--- src/rtl/adr_pkg.sv ---
// Shared definitions for the adder family: sub encoding and parameter legality check.
// Latency: n/a (package).
// Backpressure: n/a (package).
`ifndef ADR_PKG_SV
`define ADR_PKG_SV

// Elaboration-time guard: width must split into equal, non-empty chunks.
`define ADR_CHECK_PARAMS(W, S) \
    if ((W) < 1 || (S) < 1 || (S) > (W) || ((W) % (S)) != 0) begin : g_bad_params \
        $error("adr: illegal WIDTH/STAGES combination"); \
    end

package adr_pkg;
    localparam logic ADR_ADD = 1'b0;
    localparam logic ADR_SUB = 1'b1;
endpackage

`endif

--- src/rtl/adr_pipe_rca_if.sv ---
// Operand/result handshake bundle for the pipelined adder.
// Latency: n/a (wiring only).
// Backpressure: in_ready/out_ready travel through this bundle.
interface adr_pipe_rca_if #(parameter int WIDTH = 16);
    logic [WIDTH-1:0] x;
    logic [WIDTH-1:0] y;
    logic             cin;
    logic             sub;
    logic             in_valid;
    logic             in_ready;
    logic [WIDTH-1:0] sum;
    logic             cout;
    logic             ovf;
    logic             out_valid;
    logic             out_ready;

    // Producer/consumer side (drives operands, consumes results).
    modport master (
        output x, y, cin, sub, in_valid, out_ready,
        input  in_ready, sum, cout, ovf, out_valid
    );

    // Adder side.
    modport slave (
        input  x, y, cin, sub, in_valid, out_ready,
        output in_ready, sum, cout, ovf, out_valid
    );
endinterface

--- src/rtl/adr_chunk.sv ---
// Combinational CHUNK-bit ripple adder slice; also exports the carry into its MSB.
// Latency: 0 (pure combinational).
// Backpressure: none.
module adr_chunk #(
    parameter int CHUNK = 4
) (
    input  logic [CHUNK-1:0] a,
    input  logic [CHUNK-1:0] b,
    input  logic             ci,
    output logic [CHUNK-1:0] s,
    output logic             co,
    output logic             c_msb_in
);
    logic [CHUNK:0] c;

    // Bit-serial ripple: c[i] is the carry into bit i.
    always_comb begin
        c    = '0;
        s    = '0;
        c[0] = ci;
        for (int i = 0; i < CHUNK; i++) begin
            s[i]   = a[i] ^ b[i] ^ c[i];
            c[i+1] = (a[i] & b[i]) | (c[i] & (a[i] ^ b[i]));
        end
    end

    assign co       = c[CHUNK];
    assign c_msb_in = c[CHUNK-1];
endmodule

--- src/rtl/adr_pipe_rca.sv ---
// Pipelined ripple-carry add/sub, one CHUNK of carry chain per stage, one op/cycle.
// Latency: STAGES cycles from accept to out_valid, plus one per stall cycle.
// Backpressure: whole pipe freezes when out_valid && !out_ready; in_ready = !out_valid || out_ready.
module adr_pipe_rca
    import adr_pkg::*;
#(
    parameter int WIDTH  = 16,
    parameter int STAGES = 4
) (
    input logic           clk,
    input logic           rst,
    adr_pipe_rca_if.slave bus
);
    `ADR_CHECK_PARAMS(WIDTH, STAGES)

    localparam int CHUNK = WIDTH / STAGES;

    // Slot k feeds stage k. pa carries finished result chunks below chunk k and
    // untouched x chunks from k upward, so one word serves as skew and de-skew.
    logic [WIDTH-1:0] pa     [STAGES];
    logic [WIDTH-1:0] pb     [STAGES];
    logic             pc     [STAGES];
    logic             pv     [STAGES];
    logic [WIDTH-1:0] nxt_pa [STAGES];
    logic [CHUNK-1:0] s      [STAGES];
    logic             co     [STAGES];
    logic             cm     [STAGES];

    logic [WIDTH-1:0] sum_q;
    logic             cout_q;
    logic             ovf_q;
    logic             out_valid_q;
    logic             adv;

    assign adv           = !out_valid_q || bus.out_ready;
    assign bus.in_ready  = adv;
    assign bus.sum       = sum_q;
    assign bus.cout      = cout_q;
    assign bus.ovf       = ovf_q;
    assign bus.out_valid = out_valid_q;

    for (genvar k = 0; k < STAGES; k++) begin : g_stage
        adr_chunk #(.CHUNK(CHUNK)) u_chunk (
            .a        (pa[k][k*CHUNK +: CHUNK]),
            .b        (pb[k][k*CHUNK +: CHUNK]),
            .ci       (pc[k]),
            .s        (s[k]),
            .co       (co[k]),
            .c_msb_in (cm[k])
        );
    end

    // Splice each stage's fresh result chunk into the word it passes on.
    always_comb begin
        for (int k = 0; k < STAGES; k++) begin
            nxt_pa[k] = pa[k];
            nxt_pa[k][k*CHUNK +: CHUNK] = s[k];
        end
    end

    // Lock-step pipeline advance; empty slots move like data, everything holds on stall.
    always_ff @(posedge clk or posedge rst) begin
        if (rst) begin
            for (int k = 0; k < STAGES; k++) begin
                pa[k] <= '0;
                pb[k] <= '0;
                pc[k] <= 1'b0;
                pv[k] <= 1'b0;
            end
            sum_q       <= '0;
            cout_q      <= 1'b0;
            ovf_q       <= 1'b0;
            out_valid_q <= 1'b0;
        end else if (adv) begin
            // Subtraction is folded in here: invert y and force carry-in to 1.
            pv[0] <= bus.in_valid;
            pa[0] <= bus.x;
            pb[0] <= (bus.sub == ADR_SUB) ? ~bus.y : bus.y;
            pc[0] <= (bus.sub == ADR_ADD) ? bus.cin : 1'b1;
            for (int k = 1; k < STAGES; k++) begin
                pv[k] <= pv[k-1];
                pa[k] <= nxt_pa[k-1];
                pb[k] <= pb[k-1];
                pc[k] <= co[k-1];
            end
            out_valid_q <= pv[STAGES-1];
            sum_q       <= nxt_pa[STAGES-1];
            cout_q      <= co[STAGES-1];
            ovf_q       <= co[STAGES-1] ^ cm[STAGES-1];
        end
    end
endmodule

--- src/flat_wrapper.sv ---
// flat-port wrapper written by rule: the top's interface ports become plain ports
module adr_pipe_rca_flat import adr_pkg::*;
#(
    parameter int WIDTH  = 16,
    parameter int STAGES = 4
)
  (clk, rst, bus_x, bus_y, bus_cin, bus_sub, bus_in_valid, bus_out_ready, bus_in_ready, bus_sum, bus_cout, bus_ovf, bus_out_valid);
  adr_pipe_rca_if #(.WIDTH(WIDTH)) bus_i ();
  input logic clk;
  input logic rst;
  input wire logic [$bits(bus_i.x)-1:0] bus_x;
  input wire logic [$bits(bus_i.y)-1:0] bus_y;
  input wire logic [$bits(bus_i.cin)-1:0] bus_cin;
  input wire logic [$bits(bus_i.sub)-1:0] bus_sub;
  input wire logic [$bits(bus_i.in_valid)-1:0] bus_in_valid;
  input wire logic [$bits(bus_i.out_ready)-1:0] bus_out_ready;
  output wire logic [$bits(bus_i.in_ready)-1:0] bus_in_ready;
  output wire logic [$bits(bus_i.sum)-1:0] bus_sum;
  output wire logic [$bits(bus_i.cout)-1:0] bus_cout;
  output wire logic [$bits(bus_i.ovf)-1:0] bus_ovf;
  output wire logic [$bits(bus_i.out_valid)-1:0] bus_out_valid;
  assign bus_i.x = bus_x;
  assign bus_i.y = bus_y;
  assign bus_i.cin = bus_cin;
  assign bus_i.sub = bus_sub;
  assign bus_i.in_valid = bus_in_valid;
  assign bus_i.out_ready = bus_out_ready;
  assign bus_in_ready = bus_i.in_ready;
  assign bus_sum = bus_i.sum;
  assign bus_cout = bus_i.cout;
  assign bus_ovf = bus_i.ovf;
  assign bus_out_valid = bus_i.out_valid;
  adr_pipe_rca #(.WIDTH(WIDTH), .STAGES(STAGES)) u_core (.clk(clk), .rst(rst), .bus(bus_i));
endmodule
--- config.mk ---
export PLATFORM = sky130hd
export DESIGN_NAME = adr_pipe_rca_flat
export DESIGN_NICKNAME = d
export VERILOG_FILES = /design/src/rtl/adr_pkg.sv /design/src/rtl/adr_pipe_rca_if.sv /design/src/rtl/adr_chunk.sv /design/src/rtl/adr_pipe_rca.sv /design/src/flat_wrapper.sv
export SDC_FILE = /design/constraint.sdc
export NUM_CORES = 1
export LEC_CHECK = 0
export BUFFER_PORTS_ARGS = -buffer_cell sky130_fd_sc_hd__buf_2
export CAP_MARGIN = 15
export CELL_PAD_IN_SITES_DETAIL_PLACEMENT = 1
export CELL_PAD_IN_SITES_GLOBAL_PLACEMENT = 1
export CORE_MARGIN = 4
export CORE_UTILIZATION = 25
export DETAILED_ROUTE_END_ITERATION = 10
export MAX_ROUTING_LAYER = met4
export PLACE_DENSITY_LB_ADDON = 0.3
export SETUP_SLACK_MARGIN = 0.3
export SYNTH_ARGS = -nofsm -noshare
export SYNTH_HDL_FRONTEND = slang
export SYNTH_SLANG_ARGS = --single-unit
--- constraint.sdc ---
create_clock -name clk -period 5.57 [get_ports clk]
set_clock_uncertainty 0.05 [all_clocks]
set_input_delay 0.2785 -clock clk [delete_from_list [all_inputs] [get_ports clk]]
set_output_delay 0.2785 -clock clk [all_outputs]
set_load 0.01 [all_outputs]
==> results of run 1 <==
## routing by layer
metal	vias to the layer above	global-route usage, %	wire [um]
met1	1525	11.40	4870
met3	14	2.951	410
met5	-	-	0
met2	49	13.64	5017
met4	0	4.379	206
li1	1321	-	-
## sequential cells by signal (all words and copies together), names as in the netlist
signal / flops
u_core.nxt_pa: 48
u_core.pb: 40
u_core.bus.sum: 16
u_core.pa: 16
u_core.pc: 4
u_core.pv: 4
u_core.bus.cout: 1
u_core.bus.out_valid: 1
u_core.bus.ovf: 1
## through the flow
stage | util, % | worst slack, ns | cell area (um^2) | hold WS (ns) | std cells
2_1_floorplan | - | 1.744 | 5732 | 0.3765 | 358
3_3_place_gp | 27.76 | 3.101 | 6265 | 0.3276 | 683
3_5_place_dp | 27.76 | 3.088 | 6265 | 0.3255 | 683
4_1_cts | 30.29 | 2.755 | 6838 | 0.02236 | 716
5_1_grt | 30.32 | 2.627 | 6843 | 0.02601 | 718
6_report | 30.32 | 2.812 | 6843 | 0.04498 | 718
## power by group through the flow
stage          Clock, uW  Combinational [uW]  Sequential [uW]
2_1_floorplan          0                1090             1620
3_3_place_gp           0                1360             1680
3_5_place_dp           0                1400             1690
4_1_cts             1080                1410             1680
5_1_grt             1120                1520             1730
6_report            1040                1360             1660
## area by class of cell
cell class | count | area [um^2] | share of cell area [%]
Antenna cell | 2 | 5.005 | 0.07314
Tap cell | 285 | 356.6 | 5.211
Clock inverter | 13 | 110.1 | 1.609
Clock buffer | 19 | 452.9 | 6.619
Timing Repair Buffer | 60 | 322.8 | 4.718
Sequential cell | 131 | 3278 | 47.91
Multi-Input combinational cell | 179 | 2203 | 32.20
Inverter | 29 | 113.9 | 1.664
## cell families after synthesis
logic type      count (synthesis)
fa+ha+maj                      16
xor+xnor                       17
mux                           117
flops                         131
buf+inv                        48
compound gates                 13
simple gates                   16
## synthesized netlist by cell type, drive strengths merged
master / number
dfrtp: 131
mux2: 115
inv: 29
buf: 17
fa: 16
xor2: 14
a21oi: 13
nor3b: 13
xnor2: 3
clkbuf: 2
mux2i: 2
nand2b: 2
nor2: 1
## path summary, 6_finish.rpt
kind | from | to | slack [ns]
max in group asynchronous | rst | u_core.nxt_pa[58]$_DFFE_PP0P_ | 3.70
min in group asynchronous | rst | u_core.nxt_pa[29]$_DFFE_PP0P_ | 0.43
max | u_core.bus.out_valid$_DFFE_PP0P_ | bus_in_ready | 2.81
min | bus_x[0] | u_core.pa[48]$_DFFE_PP0P_ | 0.04
min reg2reg | u_core.pb[58]$_DFFE_PP0P_ | u_core.pb[42]$_DFFE_PP0P_ | 0.45
max reg2reg | u_core.pa[12]$_DFFE_PP0P_ | u_core.bus.ovf$_DFFE_PP0P_ | 3.08
==> out/metrics.csv, run 1 <==
stage,metric,value,unit
power,clock network fraction of design power,25.5,%
min_path,Worst Hold Class,in2reg,
power,Max VDD drop,0.2054,mV
logic_synthesis,Netlist cell types,15,
power,leak pwr,0.003175,uW
logic_synthesis,Synth top area share,57.19,%
logic_synthesis,Synth Warn #,0,
min_path,Hold Path Stages,2,
global_routing,total track usage,9.195,%
die,Core ar.,22570,um^2
critical_path,arrival time at the worst endpoint,2.43,ns
critical_path,cell family with most CP delay,buffers and inverters,
die,full die area,25410,um^2
logic_synthesis,xor/xnor share of the synthesized area,2.598,%
power,Pint,2852,uW
sta,RSZ-0062 raised after global routing,no,
global_routing,pin count of the biggest net entering global routing,81,
critical_path,critical path launch point type,flip-flop,
cts,CTS max path bufs,2,
die,Std-Cell Rows,55,
final_layout,fill count,2406,
power,pwr/cell area,593.8,nW/um^2
cts,CTS sink count,131,
logic_synthesis,mux cell area share after synthesis,27.00,%
route,routed len/inst,14.63,um
cts,Post-CTS Resized,0,
critical_path,Setup Crit Path Kind,reg2out,
critical_path,slowest CP cell,nand2b_4,
route,DR vias,2909,
logic_synthesis,Mapped Nets,412,
die,Initial Utilization,25.39,%
critical_path,R2R depth,9,
logic_synthesis,Post-Synth Simple-Gate Area,1.986,%
route,mean number of vias per cell,4.052,
logic_synthesis,main combinational cell family by area after synthesis,multiplexers,
critical_path,"Req. time, crit path",5.24,ns
logic_synthesis,synthesized area,5732,um^2
sta,Final Cycle Share,49.52,%
cts,"Reg clk slew, reported paths",0.06,ns
sta,Setup TNS,0,ns
place,GP Congestion,0.6638,
place,dpl hpwl,7.015,mm
die,Die Height,159.4,um
logic_synthesis,Synth Area per Inst,16.01,um^2
power,switching share of power,29.81,%
run,max_cap viols,0,
final_layout,most frequent cells in the layout,"131 x dfrtp_1, 62 x mux2_4, 57 x buf_2, 53 x mux2_2, 28 x inv_1",
sta,Final Max Slew Viols,0,
sta,endpoints failing hold,0,
outcome,status,completed,
logic_synthesis,Mapped Cells,358,
place,port bufs,57,
sta,Slew headroom,38.45,%
critical_path,cell count along the critical path,3,
logic_synthesis,sequential fraction of the synthesis area,57.19,%
route,WL final,10.51,mm
critical_path,CP Capture Type,output pin,
final_layout,Layout Nets,472,
critical_path,CP Cell Sequence,nand2b_4 -> buf_12 -> buf_2,
power,total power draw,4063,uW
sta,setup violators final,0,
cts,Post-CTS Setup Bufs,0,
sta,worst slew pin tran,0.9233,ns
cts,cts hold-fix bufs,1,
global_routing,vias in the first global route,3360,
die,I/O pin count,58,
logic_synthesis,top post-synthesis cells by area,"dfrtp_1 57%, mux2_4 16%, mux2_2 10%, fa_1 5.6%, xor2_1 2.1%",
sta,Max Freq,0.3625,GHz
logic_synthesis,Seq cells post-synth,131,
power,share of power burned in registers,41.0,%
route,DRT iter0 DRCs,83,
power,logic gate share of total power,33.5,%
critical_path,CP max stage delay,0.70,ns
final_layout,"commonest non-fill, non-tap cell in the layout",dfrtp_1,
route,# DRC,0,
cts,clock root cell,clkbuf_16,
global_routing,first-pass GRT wire length,18.06,mm
route,antenna-violating nets left,0,
critical_path,CP bufs+invs,2,
power,Psw,1211,uW
cts,clock buffer count from CTS,17,
logic_synthesis,post-synth top area cell,dfrtp_1,
final_layout,share of cells above drive strength 1,48.26,%
global_routing,gr ovfl total,0,
critical_path,Worst Path Max Fanout,80,
cts,CTS tree,done,
sta,Tmin final,2.758,ns
logic_synthesis,adder-cell share of the synthesized area,5.588,%
logic_synthesis,Compound-Gate Fraction of Synth Area,1.135,%
global_routing,antenna violations before repair,2,
route,DRT Pass-1 Iters,4,
cts,H-tree levels,4,
final_layout,area delta synth->final,19.38,%
cts,clk_lat worst skew,0.41,ns
die,DIE WIDTH,159.4,um
Note: power is estimated with default switching activity, not from simulation.
==> run 2, diff against run 1 <==
clock period = 2.64 ns   (was 5.57 ns; I/O delays follow)
==> run 2 against run 1 <==
- routed wire length grew 1.5%
- count of clock-buffer cells in the layout increased by 2
- utilization grew 1.5 points
- largest power group unchanged
- worst setup slack worse by 2.4 ns
- sequential share of layout area shrank 2.2 points
- first-iteration DRC count rose by 41%
- die area stayed put
- design area grew 4.9%
- worst hold slack better by 0.019 ns
- combinational power rose by 120%
==> out/metrics.csv, run 2 (synthesis gave the netlist of run 1 again) <==
stage,metric,value,unit
final_layout,area of the multi-input gates,2236,um^2
global_routing,pin count of the biggest net entering global routing,132,
final_layout,most frequent cells in the layout,"131 x dfrtp_1, 62 x mux2_4, 57 x buf_2, 53 x mux2_2, 22 x inv_1",
global_routing,total track usage,9.457,%
place,GP Congestion,0.6691,
global_routing,gr ovfl total,0,
cts,H-tree levels,4,
die,full die area,25410,um^2
sta,final hold slack,0.06378,ns
final_layout,fill count,2389,
cts,clock root cell,clkbuf_16,
critical_path,critical path launch point type,flip-flop,
cts,"Reg clk slew, reported paths",0.05,ns
route,antenna-violating nets left,0,
critical_path,CP Cell Sequence,fa_2 -> inv_2 -> fa_2 -> inv_2 -> fa_2 -> inv_2 -> fa_2 -> xnor2_2 -> mux2_4,
power,Max VDD drop,0.3601,mV
place,dpl hpwl,6.822,mm
cts,clock buffer count from CTS,17,
critical_path,arrival time at the worst endpoint,2.51,ns
cts,clk_lat worst skew,0.41,ns
final_layout,share of cells above drive strength 1,49.89,%
critical_path,CP Capture Type,flip-flop,
place,port bufs,57,
sta,Max Freq,0.4397,GHz
final_layout,n_diodes,0,
global_routing,antenna violations before repair,0,
sta,RSZ-0062 raised after global routing,yes,
final_layout,Layout Nets,499,
die,Std-Cell Rows,55,
die,Die Height,159.4,um
die,Core ar.,22570,um^2
route,# DRC,0,
critical_path,CP most frequent cell,fa_2,
sta,endpoints failing hold,0,
critical_path,Worst Path Max Fanout,2,
route,DR vias,3007,
critical_path,CP max stage delay,0.38,ns
sta,Final Max Slew Viols,0,
sta,Slew headroom,45.17,%
power,pwr/cell area,1240,nW/um^2
global_routing,vias in the first global route,3472,
route,mean number of vias per cell,4.053,
route,DRT Pass-1 Iters,4,
cts,CTS sink count,131,
sta,Tmin final,2.274,ns
cts,CTS tree,done,
critical_path,"Req. time, crit path",2.88,ns
die,Initial Utilization,25.39,%
route,routed len/inst,14.37,um
sta,Setup TNS,0,ns
route,DRT iter0 DRCs,117,
run,max_cap viols,0,
die,I/O pin count,58,
final_layout,Final Core Density,31.80,%
sta,worst slew pin tran,0.8225,ns
die,DIE WIDTH,159.4,um
global_routing,first-pass GRT wire length,18.57,mm
route,WL final,10.67,mm
power,leak pwr,0.003309,uW
final_layout,final std cells w/o fill,742,
min_path,Worst Hold Class,in2reg,
sta,setup violators final,0,
place,placed insts,687,
final_layout,register area,3278,um^2
sta,Final Cycle Share,86.15,%
outcome,status,completed,
critical_path,slowest CP cell,fa_2,
cts,CTS max path bufs,2,
final_layout,area delta synth->final,25.21,%
final_layout,"commonest non-fill, non-tap cell in the layout",dfrtp_1,
final_layout,Largest register FFs,48,
critical_path,Setup Crit Path Kind,reg2reg,
==> run 2: stage by stage <==
| stage | area (um^2) | power [uW] | setup WS, ns |
|---|---|---|---|
| 2_1_floorplan | 5736 | 5702 | 0.3420 |
| 3_3_place_gp | 6319 | 6374 | 0.2746 |
| 3_5_place_dp | 6319 | 6482 | 0.1835 |
| 4_1_cts | 7127 | 8992 | 0.3148 |
| 5_1_grt | 7177 | 9587 | 0.2931 |
| 6_report | 7177 | 8898 | 0.3658 |
==> run 2: report_power, final <==
| part | internal [uW] | leakage (uW) | switching [uW] | total, uW |
|---|---|---|---|---|
| clock | 1520 | 0.000285 | 844 | 2370 |
| combinational | 1860 | 0.00151 | 1180 | 3040 |
| sequential | 2940 | 0.00151 | 556 | 3490 |
==> run 2: worst paths after layout <==
kind	startpoint	endpoint	slack, ns	cells after the start
worst max-delay path	u_core.pc[0]$_DFFE_PP0P_	u_core.bus.ovf$_DFFE_PP0P_	0.37	9
worst min-delay path	bus_y[5]	u_core.pb[53]$_DFFE_PP0P_	0.06	3
worst max register to register	u_core.pc[0]$_DFFE_PP0P_	u_core.bus.ovf$_DFFE_PP0P_	0.37	9
worst min register to register	u_core.pv[0]$_DFFE_PP0P_	u_core.bus.out_valid$_DFFE_PP0P_	0.42	1
max in group asynchronous	rst	u_core.nxt_pa[19]$_DFFE_PP0P_	1.51	4
min in group asynchronous	rst	u_core.nxt_pa[61]$_DFFE_PP0P_	0.33	4
==> run 2: repair_timing <==
| item | in CTS | in global routing |
|---|---|---|
| endpoints found under the setup margin | 2 | 5 |
| pin swaps | 2 | 5 |
| buffers inserted | 0 | 3 |
| endpoints found under the hold margin | 151 | 0 |
| hold buffers | 21 | 0 |
| gates resized for setup | 3 | 13 |
==> run 2: final cells by class <==
cell class	instances	area share [%]
Inverter	29	1.569
Clock buffer	21	6.416
Multi-Input combinational cell	179	31.15
Timing Repair Buffer	87	8.368
Clock inverter	10	1.848
Sequential cell	131	45.68
Tap cell	285	4.969
==> run 2: critical path: cells and delay by family (launching register included) <==
family	cells	cell delay (ns)
XOR/XNOR	1	0.14
adder cells (fa/ha/maj)	4	1.17
buffers and inverters	3	0.17
flip-flops	1	0.37
multiplexers	1	0.25
==> run 2: routing by layer <==
layer	global-route usage [%]	wire, um
met3	3.158	348
met4	3.314	128
met1	11.84	4954
met2	14.38	5234
met5	-	0
